===== src/rtl/fp_share_arb.sv =====
// Round-robin arbiter that time-shares one floating-point unit among PORTS requesters.
// Each operation runs IDLE -> LAUNCH -> WAIT -> DONE, with a timeout abort in WAIT.
module fp_share_arb #(
  parameter int PORTS   = 4,
  parameter int WIDTH   = 32,
  parameter int TIMEOUT = 255
) (
  input  logic                   clk,
  input  logic                   rst,
  input  logic [PORTS-1:0]       req,
  input  logic [PORTS*WIDTH-1:0] a_in,
  input  logic [PORTS*WIDTH-1:0] b_in,
  output logic [PORTS-1:0]       ack,
  output logic [WIDTH-1:0]       result,
  output logic                   err,
  output logic                   busy,
  output logic                   u_rst,
  output logic [WIDTH-1:0]       u_a,
  output logic [WIDTH-1:0]       u_b,
  input  logic [WIDTH-1:0]       u_result,
  input  logic                   u_ready
);

  localparam int PW = (PORTS > 1) ? $clog2(PORTS) : 1;
  localparam int CW = (TIMEOUT > 1) ? $clog2(TIMEOUT + 1) : 1;
  localparam logic [PORTS-1:0] ONE_HOT0 = PORTS'(1);
  localparam logic [CW-1:0]    CNT_LAST = CW'(TIMEOUT - 1);
  localparam logic [PW-1:0]    PORT_LAST = PW'(PORTS - 1);

  typedef enum logic [1:0] {
    S_IDLE   = 2'd0,
    S_LAUNCH = 2'd1,
    S_WAIT   = 2'd2,
    S_DONE   = 2'd3
  } state_t;

  state_t            state_q;
  logic [PW-1:0]     ptr_q;
  logic [PW-1:0]     grant_q;
  logic [CW-1:0]     cnt_q;
  logic [PORTS-1:0]  ack_q;
  logic [WIDTH-1:0]  result_q;
  logic              err_q;
  logic              busy_q;
  logic              u_rst_q;
  logic [WIDTH-1:0]  u_a_q;
  logic [WIDTH-1:0]  u_b_q;

  logic [PW:0]       pick_d;
  logic              rr_found_d;
  logic [PW-1:0]     rr_idx_d;
  logic [PW-1:0]     ptr_d;

  // First requesting port at or after 'start', ascending with wrap; MSB flags a hit.
  function automatic logic [PW:0] rr_search(input logic [PORTS-1:0] r,
                                            input logic [PW-1:0]    start);
    logic [PW:0] res;
    int          s;
    res = '0;
    for (int i = 0; i < PORTS; i++) begin
      s = int'(start) + i;
      if (s >= PORTS) begin
        s = s - PORTS;
      end else begin
        s = s;
      end
      if (!res[PW] && r[s]) begin
        res = {1'b1, PW'(s)};
      end else begin
        res = res;
      end
    end
    return res;
  endfunction

  // Arbitration pick and the pointer value that follows it.
  always_comb begin
    pick_d     = rr_search(req, ptr_q);
    rr_found_d = pick_d[PW];
    rr_idx_d   = pick_d[PW-1:0];
    if (rr_idx_d == PORT_LAST) begin
      ptr_d = '0;
    end else begin
      ptr_d = rr_idx_d + PW'(1);
    end
  end

  // Operation sequencer; every output is a register updated on the state transitions.
  always_ff @(posedge clk) begin
    if (!rst) begin
      state_q  <= S_IDLE;
      ptr_q    <= '0;
      grant_q  <= '0;
      cnt_q    <= '0;
      ack_q    <= '0;
      result_q <= '0;
      err_q    <= 1'b0;
      busy_q   <= 1'b0;
      u_rst_q  <= 1'b1;
      u_a_q    <= '0;
      u_b_q    <= '0;
    end else begin
      ack_q <= '0;
      err_q <= 1'b0;
      case (state_q)
        S_IDLE: begin
          if (rr_found_d) begin
            grant_q <= rr_idx_d;
            ptr_q   <= ptr_d;
            u_a_q   <= a_in[rr_idx_d*WIDTH +: WIDTH];
            u_b_q   <= b_in[rr_idx_d*WIDTH +: WIDTH];
            busy_q  <= 1'b1;
            state_q <= S_LAUNCH;
          end else begin
            state_q <= S_IDLE;
          end
        end
        S_LAUNCH: begin
          cnt_q   <= '0;
          u_rst_q <= 1'b0;
          state_q <= S_WAIT;
        end
        S_WAIT: begin
          // A ready seen on the final counted cycle still counts as success.
          if (u_ready) begin
            result_q <= u_result;
            ack_q    <= ONE_HOT0 << grant_q;
            u_rst_q  <= 1'b1;
            state_q  <= S_DONE;
          end else if (cnt_q == CNT_LAST) begin
            result_q <= '0;
            err_q    <= 1'b1;
            ack_q    <= ONE_HOT0 << grant_q;
            u_rst_q  <= 1'b1;
            state_q  <= S_DONE;
          end else begin
            cnt_q   <= cnt_q + CW'(1);
            state_q <= S_WAIT;
          end
        end
        S_DONE: begin
          busy_q  <= 1'b0;
          state_q <= S_IDLE;
        end
        default: begin
          busy_q  <= 1'b0;
          u_rst_q <= 1'b1;
          state_q <= S_IDLE;
        end
      endcase
    end
  end

  assign ack    = ack_q;
  assign result = result_q;
  assign err    = err_q;
  assign busy   = busy_q;
  assign u_rst  = u_rst_q;
  assign u_a    = u_a_q;
  assign u_b    = u_b_q;

endmodule


===== config.mk =====
export PLATFORM = sky130hd
export DESIGN_NAME = fp_share_arb
export DESIGN_NICKNAME = d
export VERILOG_FILES = /design/src/rtl/fp_share_arb.sv
export SDC_FILE = /design/constraint.sdc
export NUM_CORES = 1
export LEC_CHECK = 0
export BUFFER_PORTS_ARGS = -buffer_cell sky130_fd_sc_hd__buf_4
export CORE_AREA = 2 2 153 155
export DETAILED_ROUTE_END_ITERATION = 8
export DIE_AREA = 0 0 155 157
export SETUP_SLACK_MARGIN = 0.05
export SLEW_MARGIN = 20
export SYNTH_ARGS = -nofsm -noshare
export SYNTH_HDL_FRONTEND = slang
export SYNTH_SLANG_ARGS = --single-unit

===== constraint.sdc =====
create_clock -name clk -period 2.5 [get_ports clk]
set_clock_uncertainty 0.1 [all_clocks]
set_input_delay 0.125 -clock clk [delete_from_list [all_inputs] [get_ports clk]]
set_output_delay 0.125 -clock clk [all_outputs]
set_load 0.02 [all_outputs]

Yosys cells after proc, flatten, opt, wreduce, memory -nomap -nowiden
Index checks and enable logic that the tools add are counted.
- register bits after elaboration: 117
- add/sub/neg operators: 9
- magnitude comparators: 8
- equality and inequality tests: 9
- shifts and indexed selects: 3
- multiplexer cells: 38
- bitwise operators: 2
- reductions and logical operators: 17
- operators with widths (cell ; number):
    $shiftx A128 B8 Y32 ; 2
    $mux W32 ; 6
    $lt A32 B4 Y1 const B ; 4
    $mux W8 ; 2
    $pmux W8 S2 ; 1
    $mux W1 ; 15
    $mux W3 ; 4
    $sub A3 B3 Y4 const B ; 3
    $reduce_and A2 Y1 ; 5
    $ge A3 B3 Y1 const B ; 3
    $add A8 B1 Y8 const B ; 1
    $bmux W1 S2 ; 4
    $eq A8 B8 Y1 const B ; 1
    $mux W4 ; 2
    $pmux W2 S4 ; 1
    $add A2 B2 Y3 const B ; 2
    $eq A2 B2 Y1 const B ; 3
    $ne A2 B2 Y1 const B ; 3
    $reduce_bool A2 Y1 ; 3
    $pmux W1 S2 ; 2
    $shl A1 B2 Y4 const A ; 1
    $sub A2 B3 Y4 const B ; 1
    $add A2 B1 Y3 const B ; 1
    $ge A2 B3 Y1 const B ; 1
    10 further kinds ; 15

Longest topological paths before layout
Gate-level depths: netlist of the first run.
- word-level depth: 17
- depth in mapped cells: 9
- gate-level depth less buffers: 7

Worst setup path after synthesis of the first run
No wires, ideal clock.
- path kind: reg-to-reg
- start: reg ptr_q[1]
- end: reg u_b_q[26] (netlist: u_b[26])
- setup time: 0.136 ns
- data arrival time: 1.593 ns
- slack: 0.672 ns
- cell stages (with the launch flop): 7
- buffers on the path: 1
- clock period less this slack: 1.828 ns
- cell sequence: dfxtp_1 > mux2i_1 > o22a_2 > nand2_4 > buf_4 > a2111oi_0 > nor4b_2
- word-level cells in the longest chain between the ends: 16
- ends and longest elaborated chain (what ; RTL line ; source):
    from (decl) ; 38 ; logic [PW-1:0] ptr_q;
    from (signal assigned) ; 109 ; ptr_q <= ptr_d;
    branches (longest 14 deep; another with $sub A3 B3 Y4) ; -- ;
    $mux W3 * ; 67 ; if (!res[PW] && r[s]) begin
    $shiftx A128 B8 Y32 / $reduce_and A2 Y1 (equally long branches) ; -- ;
    to (signal assigned) ; 111 ; u_b_q <= b_in[rr_idx_d*WIDTH +: WIDTH];
    to (decl) ; 47 ; logic [WIDTH-1:0] u_b_q;
Mark *: on every way between the ends. The select of a mux whose other input is x is not followed.
A chain may end at the register's enable or synchronous reset.

Final worst setup path of the first run
- start: reg ptr_q[1]
- end: reg u_a_q[18] (netlist: u_a[18])
- word-level cells in the longest chain between the ends: 16
- ends and longest elaborated chain (what ; RTL line ; source):
    branches (longest 14 deep; another with $sub A3 B3 Y4) ; -- ;
    $mux W3 * ; 67 ;
    $shiftx A128 B8 Y32 / $reduce_and A2 Y1 (equally long branches) ; -- ;
    to (signal assigned) ; 110 ; u_a_q <= a_in[rr_idx_d*WIDTH +: WIDTH];
    to (decl) ; 46 ; logic [WIDTH-1:0] u_a_q;
Marked as above.

==> results of run 1 <==
[worst min-delay path: stages]
cell     delay [ns]
buf_4          0.09
nand3_1        0.05
a21oi_1        0.12
o31a_1         0.12
[registers in the layout (all words and copies together) (netlist names)]
register and flops:
cnt_q 8, state_q 2, u_a 32, ack 4, u_b 32, err 1, grant_q 2, u_rst 1
result 32, busy 1, ptr_q 2
[repair_timing]
item | 4_1_cts | 5_1_grt
hold endpoints to repair | 74 | 1
resized for setup | 0 | 6
endpoints found under the setup margin | 0 | 9
hold buffers | 151 | 2
[per-stage QoR]
step	util, %	instance area [um^2]	power [mW]	instances	hold WS [ns]
global placement	42.1	9480	6.06	1316	0.205
detailed placement	42.1	9480	6.09	1316	0.206
global route	51.9	11700	9.35	1503	0.0234
CTS	51.5	11600	8.88	1499	0.000771
finish	51.9	11700	8.89	1504	0.0168
floorplan	-	6290	4.64	683	0.102
[cells in the mapped netlist, types with 7 or more instances]
cell	count	share of area, %
nor4b_1	10	1.4
nand2_1	13	0.78
o31a_1	10	1.4
a221o_1	9	1.4
inv_1	8	0.48
mux2i_1	48	7.6
o221ai_1	23	3.2
clkbuf_1	38	2.3
buf_4	7	0.84
a211oi_1	22	2.6
o21ai_0	33	2.6
and2_1	13	1.3
a2111oi_2	7	1.7
buf_6	7	1.3
nand3_1	57	4.5
nor4b_2	12	2.9
nor3_1	9	0.72
ha_1	7	1.4
a2111oi_0	11	1.5
nor2_1	33	2.0
buf_2	19	1.5
a21oi_1	36	2.9
dfxtp_1	117	37
mux2_2	9	1.6
and3_1	55	5.5
a22o_1	32	4.5
[per-layer routing]
layer	vias to the layer above	part of all wire [%]	GRT usage, %
li1	3658	-	-
met1	3660	39	26.2
met2	330	51	40.9
met3	43	6.3	5.62
met4	0	3.0	9.44
met5	-	0	0
[worst max-delay path by stage]
| stage | from | end | slack [ns] | depth (start not counted) |
|---|---|---|---|---|
| 6_report | ptr_q[1] | u_a[18] | 0.18 | 7 |
| 5_1_grt | ptr_q[1] | u_a[26] | 0.07 | 7 |
| 4_1_cts | ptr_q[1] | u_a[7] | 0.11 | 7 |
| 3_5_place_dp | ptr_q[1] | u_b[25] | 0.24 | 5 |
| 3_3_place_gp | ptr_q[1] | u_b[25] | 0.32 | 5 |
| 2_1_floorplan | ptr_q[1] | u_b[26] | 0.67 | 6 |
[power breakdown]
| group | leakage [nW] | switching (mW) | internal (mW) |
|---|---|---|---|
| clock network | 0.299 | 0.962 | 1.58 |
| registers | 0.960 | 0.225 | 2.25 |
| logic | 4.12 | 2.12 | 1.76 |
[cell type report]
class	count	area [um^2]
Antenna cell	2	5.00
Clock buffer	18	429
Clock inverter	14	175
Fill cell	2026	10800
Inverter	8	30.0
Multi-Input combinational cell	487	3620
Sequential cell	117	2340
Tap cell	285	357
Timing Repair Buffer	573	4720
[logic make-up (layout without fill, tap and decap cells)]
logic type	Yosys count	count (layout)	share of synthesized area, %
fa+ha+maj	7	7	1.39
compound gates	196	196	23.7
xor+xnor	6	6	0.836
buf+inv	80	613	6.43
simple gates	220	221	21.2
other cells	0	2	0
flops	117	117	37.3
mux	57	57	9.26
==> results by group, run 1 <==
Run status
  • Outcome: finished, final reports clean

Final layout
  • Layout cells sized above 1: 40.8%
  • Area growth from synthesis to layout: 85.8%
  • Leading cell type in the layout, fill and taps excluded: buf_4
  • Most frequent cells in the layout: 417 x buf_4, 153 x dlygate4sd3_1, 116 x dfxtp_1
  • Final net count: 1506

Clock tree
  • CTS tree: done
  • Clock root cell: clkbuf_16
  • Clk_lat worst skew: 0.41 ns
  • Clock slew at reported path FFs: 0.06 ns
  • Clk sinks: 117
  • CTS Buf Count: 17
  • Postcts setup bufs: 0
  • Htree depth: 4
  • Clock buffer depth: 2

STA
  • Fmax: 431 MHz
  • Slew Limit Fails: 0
  • Final hold violation count: 0
  • Worst slew pin tran: 0.753 ns
  • Final setup margin: 0.177 ns
  • RSZ-0062 raised after global routing: false
  • Period Utilization, post-route: 92.9%
  • Setup Viol. Count Final: 0
  • Fin Setup TNS: 0 ns
  • Tmin final: 2.32 ns
  • Worst slew margin: 49.8%

Drt
  • Final ANT Viol Nets: 0
  • WL/cell: 19.1 um
  • Via density: 5.11
  • DRT Pass-1 Iters: 7
  • DRC violation count after routing: 0
  • Detailed Route Iter0 Violations: 357
  • Vias: 7691
  • Final WL: 28.8 mm

Setup path
  • R2r worst-path depth: 7
  • Worst reg2reg path startpoint: ptr_q[1]
  • Crit end category: register
  • Crit path largest cell delay: 0.57 ns
  • Arrival time at the worst endpoint: 2.51 ns
  • Buf/Inv on CP: 2
  • Delay-heaviest family, CP: buffers and inverters
  • Reg-to-reg critical path endpoint: u_a[18]
  • Worst Path Required: 2.69 ns
  • Crit-path cells: nand2b_1 > a21o_4 > nand2_8 > buf_12 > mux2i_1 > dlygate4sd3_1 > o221ai_1
  • Slowest stage cell, crit path: dlygate4sd3_1
  • WS Path Type: reg2reg
  • Crit-path max FO: 18
  • Worst setup SP type: register
  • Reg2reg setup slack: 0.18 ns

Synth
  • Post-Synthesis Cells: 683
  • Post-synthesis cell type count: 47
  • Cell Area, Synth: 0.00629 mm^2
  • Sequential area share after synthesis: 37.3%
  • Average size of a mapped cell: 9.20 um^2
  • Most used DFF post-synth: dfxtp_1
  • Ys async rst share: 0%
  • Post-synth EDFFs: 0
  • Yosys warns: 0
  • Net Count, Synth: 985
  • Synth Register Bits: 117

Die
  • Initial Util: 27.9%
  • Row cnt: 55
  • Die area: 0.0243 mm^2
  • Core Area: 0.0225 mm^2
  • Die X-Extent: 155 um
  • IO Pins: 398
  • Die Y: 157 um

Global route
  • Grt ovf: 0
  • Total Routing Usage GR: 22.9%
  • Antenna violations before repair: 2
  • Pin count of the biggest net entering global routing: 69
  • First-pass GRT wire length: 43.7 mm
  • Vias in the first global route: 7906

Flow run
  • Max cap viols: 0

Placement
  • Setup Slack @ Placement: 0.243 ns
  • Dpl hpwl: 19.4 mm
  • Port Buffers: 397
  • Placer Congestion: 0.850

Power
  • Worst IR drop on VDD: 344 uV
  • P_leak: 5.38 nW
  • Pwr per Cell Area: 761 mW/mm^2

Hold path
  • Hold Startpoint: a_in[106]
  • Class of the worst hold path: in2reg
  • Worst hold endpoint: u_a[10]
  • Worst hold path depth: 4
Note: power is estimated with default switching activity, not from simulation.
==> run 2: changes to the inputs <==
--- a/config.mk
+++ b/config.mk
@@ -7,6 +7,7 @@
 export LEC_CHECK = 0
 export BUFFER_PORTS_ARGS = -buffer_cell sky130_fd_sc_hd__buf_4
 export CORE_AREA = 2 2 153 155
+export CTS_BUF_LIST = sky130_fd_sc_hd__clkbuf_4
 export DETAILED_ROUTE_END_ITERATION = 8
 export DIE_AREA = 0 0 155 157
 export SETUP_SLACK_MARGIN = 0.05
==> run 2 against run 1 <==
  * The run now fails in clock tree synthesis
  * Area after synthesis did not move
  * Synthesized cell count stayed put
==> results by group, run 2 <==
Run status
  • Outcome: stopped before the end (was finished, final reports clean)
  • Fail Step: clock tree synthesis
  • Run Error: [ERROR RSZ-0060] Max buffer count reached.

Synth
  • Synth top area share: 37.3% (unchanged)
  • Post-synth EDFFs: 0 (unchanged)
  • Ranking of synthesized cells by area: dfxtp_1 37%, mux2i_1 7.6%, and3_1 5.5%, nand3_1 4.5%, a22o_1 4.5% (unchanged)
  • Yosys warns: 0 (unchanged)
  • Post-Synthesis Cells: 683 (unchanged)
  • Synth Register Bits: 117 (unchanged)
  • Net Count, Synth: 985 (unchanged)
  • Count leader, synth: dfxtp_1 (unchanged)
  • Sequential area share after synthesis: 37.3% (unchanged)
  • Most used DFF post-synth: dfxtp_1 (unchanged)
  • Cell Area, Synth: 0.00629 mm^2 (unchanged)
  • Average size of a mapped cell: 9.20 um^2 (unchanged)
  • Area leader, netlist: dfxtp_1 (unchanged)
  • Post-synthesis cell type count: 47 (unchanged)
  • Commonest cells post-synth: 117 x dfxtp_1, 57 x nand3_1, 55 x and3_1 (unchanged)
  • Ys async rst share: 0% (unchanged)

Clock tree
  • Clk sinks: 117 (unchanged)
  • CTS Buf Count: 17 (unchanged)
  • Hold buffer count at cts: 270 (was 151)
  • Clock buffer depth: 2 (unchanged)
  • Post-cts sizing count: 0 (unchanged)
  • Htree depth: 4 (unchanged)
  • Clock root cell: clkbuf_4 (was clkbuf_16)
  • Postcts setup bufs: 0 (unchanged)

Placement
  • Setup Slack @ Placement: 0.243 ns (unchanged)
  • Dpl hpwl: 19.4 mm (unchanged)
  • Port Buffers: 397 (unchanged)
  • Placer Congestion: 0.850 (unchanged)
  • Placed inst area: 0.00948 mm^2 (unchanged)

Die
  • Die X-Extent: 155 um (unchanged)
  • Row cnt: 55 (unchanged)
  • Die Y: 157 um (unchanged)
  • Initial Util: 27.9% (unchanged)
  • IO Pins: 398 (unchanged)
-- run 2: cell counts after synthesis --
Identical to the previous run, type by type.
-- run 2: cell families after synthesis --
kind of cell             synth area share [%]
AO/OA/AOI/OAI                            23.7
XOR/XNOR                                0.836
adder cells (fa/ha/maj)                  1.39
buffers and inverters                    6.43
flip-flops                               37.3
multiplexers                             9.26
AND/OR/NAND/NOR                          21.2
-- run 2: through the flow --
stage	std cells	utilization [%]
after detailed placement	1316	42.1
after floorplan	683	-
after global placement	1316	42.1
==> run 3: changes to the inputs <==
--- a/config.mk
+++ b/config.mk
@@ -6,11 +6,10 @@
 export NUM_CORES = 1
 export LEC_CHECK = 0
 export BUFFER_PORTS_ARGS = -buffer_cell sky130_fd_sc_hd__buf_4
-export CORE_AREA = 2 2 153 155
-export CTS_BUF_LIST = sky130_fd_sc_hd__clkbuf_4
+export CORE_MARGIN = 2
+export CORE_UTILIZATION = 23
 export DETAILED_ROUTE_END_ITERATION = 8
-export DIE_AREA = 0 0 155 157
-export SETUP_SLACK_MARGIN = 0.05
+export PLACE_DENSITY_LB_ADDON = 0.15
 export SLEW_MARGIN = 20
 export SYNTH_ARGS = -nofsm -noshare
 export SYNTH_HDL_FRONTEND = slang
==> run 3 against run 2 <==
  * The flow now finishes without violations
==> results by group, run 3 (synthesis gave the netlist of run 1 again) <==
Run status
  • Outcome: finished, final reports clean (was stopped before the end)

Setup path
  • WS Path Type: reg2reg
  • Crit-path cells: mux2i_1 > o22a_2 > nand2_4 > buf_12 > a2111oi_0 > nor4b_2
  • Delay-heaviest family, CP: compound AO/OA/AOI/OAI gates
  • Arrival time at the worst endpoint: 2.47 ns
  • Buf/Inv on CP: 1
  • Worst setup SP type: register
  • Worst Path Required: 2.68 ns
  • Slowest stage cell, crit path: a2111oi_0
  • Crit-path max FO: 25
  • Crit path largest cell delay: 0.55 ns
  • Crit end category: register

STA
  • Period Utilization, post-route: 91.4%
  • Worst slew pin tran: 0.533 ns
  • Worst slew margin: 63.5%
  • RSZ-0062 raised after global routing: false
  • Slew Limit Fails: 0
  • Final hold violation count: 0
  • Setup Viol. Count Final: 0
  • Fmax: 438 MHz
  • Fin Setup TNS: 0 ns
  • Hold Slack: 0.0202 ns
  • Tmin final: 2.28 ns

Global route
  • Pin count of the biggest net entering global routing: 69
  • Total Routing Usage GR: 19.4%
  • First-pass GRT wire length: 43.4 mm
  • Vias in the first global route: 7828
  • Antenna violations before repair: 0
  • Grt ovf: 0

Drt
  • DRC violation count after routing: 0
  • Final ANT Viol Nets: 0
  • Detailed Route Iter0 Violations: 271
  • WL/cell: 18.2 um
  • Final WL: 28.5 mm
  • Vias: 7539
  • Via density: 4.82
  • DRT Pass-1 Iters: 5

Placement
  • Placer Congestion: 0.826 (was 0.850)
  • Port Buffers: 397 (unchanged)
  • Placed inst area: 0.00962 mm^2 (was 0.00948 mm^2)
  • Dpl hpwl: 19.2 mm (was 19.4 mm)

Die
  • Die X-Extent: 169 um (was 155 um)
  • Die Y: 169 um (was 157 um)
  • Initial Util: 23.4% (was 27.9%)
  • Row cnt: 60 (was 55)
  • Die area: 0.0287 mm^2
  • Core Area: 0.0269 mm^2
  • IO Pins: 398 (unchanged)

Hold path
  • Class of the worst hold path: in2reg

Final layout
  • Layout cells sized above 1: 40.6%
  • Final net count: 1513
  • # diodes: 0
  • Post-layout instance area: 0.0118 mm^2
  • Most frequent cells in the layout: 418 x buf_4, 157 x dlygate4sd3_1, 117 x dfxtp_1
  • Leading cell type in the layout, fill and taps excluded: buf_4
  • Area growth from synthesis to layout: 88.4%

Clock tree
  • Clk_lat worst skew: 0.41 ns
  • Clock slew at reported path FFs: 0.06 ns
  • Clk sinks: 117 (unchanged)
  • CTS Buf Count: 17 (unchanged)
  • Clock buffer depth: 2 (unchanged)
  • Clock root cell: clkbuf_16 (was clkbuf_4)
  • CTS tree: done
  • Postcts setup bufs: 0 (unchanged)
  • Htree depth: 4 (unchanged)
  • Post-cts sizing count: 0 (unchanged)

Flow run
  • Max cap viols: 0

Power
  • P_leak: 5.43 nW
  • Pwr per Cell Area: 769 mW/mm^2
  • Worst IR drop on VDD: 464 uV
run 3: timing repair:
| action | 4_1_cts | 5_1_grt |
|---|---|---|
| hold endpoints to repair | 79 | 0 |
| setup endpoints to repair | 0 | 0 |
| hold buffers | 157 | 0 |
run 3: where the power goes:
group	internal, mW	switching, mW
Sequential	2.24	0.213
Combinational	1.77	2.10
Clock	1.78	1.00
run 3: cell type report:
cell class | count | area (um^2)
fill | 2566 | 15000
sequential | 117 | 2340
tap | 341 | 427
timing repair buffer | 581 | 4830
inverter | 8 | 30.0
multi-input combinational | 486 | 3560
clock inverter | 14 | 226
clock buffer | 17 | 425
run 3: layer usage:
layer	vias to the layer above	GRT usage (%)	share of wire, %
met3	46	4.97	6.7
met5	-	0	0
met1	3509	22.5	41
li1	3672	-	-
met4	0	7.54	2.6
met2	312	34.2	49
run 3: metrics by stage:
stage	util (%)	power [mW]	instances	worst slack [ns]
after floorplan	-	4.64	683	0.672
after global placement	35.8	6.19	1376	0.290
after detailed placement	35.8	6.17	1376	0.236
after CTS	44.1	9.22	1564	0.220
after global routing	44.1	9.61	1564	0.0468
final	44.1	9.11	1564	0.216
run 3: path summary, 6_finish.rpt:
path         startpoint      end  slack, ns  cells past startpoint
max            ptr_q[1]  u_b[26]       0.22                      6
min            b_in[29]  u_b[29]       0.02                      3
max reg2reg    ptr_q[1]  u_b[26]       0.22                      6
min reg2reg       u_rst    u_rst       0.34                      2
run 3: worst reg2reg max path: stages, from the launching register on:
cell and delay [ns]:
dfxtp_1 0.40, mux2i_1 0.28, o22a_2 0.26, nand2_4 0.22
buf_12 0.25, a2111oi_0 0.56, nor4b_2 0.09
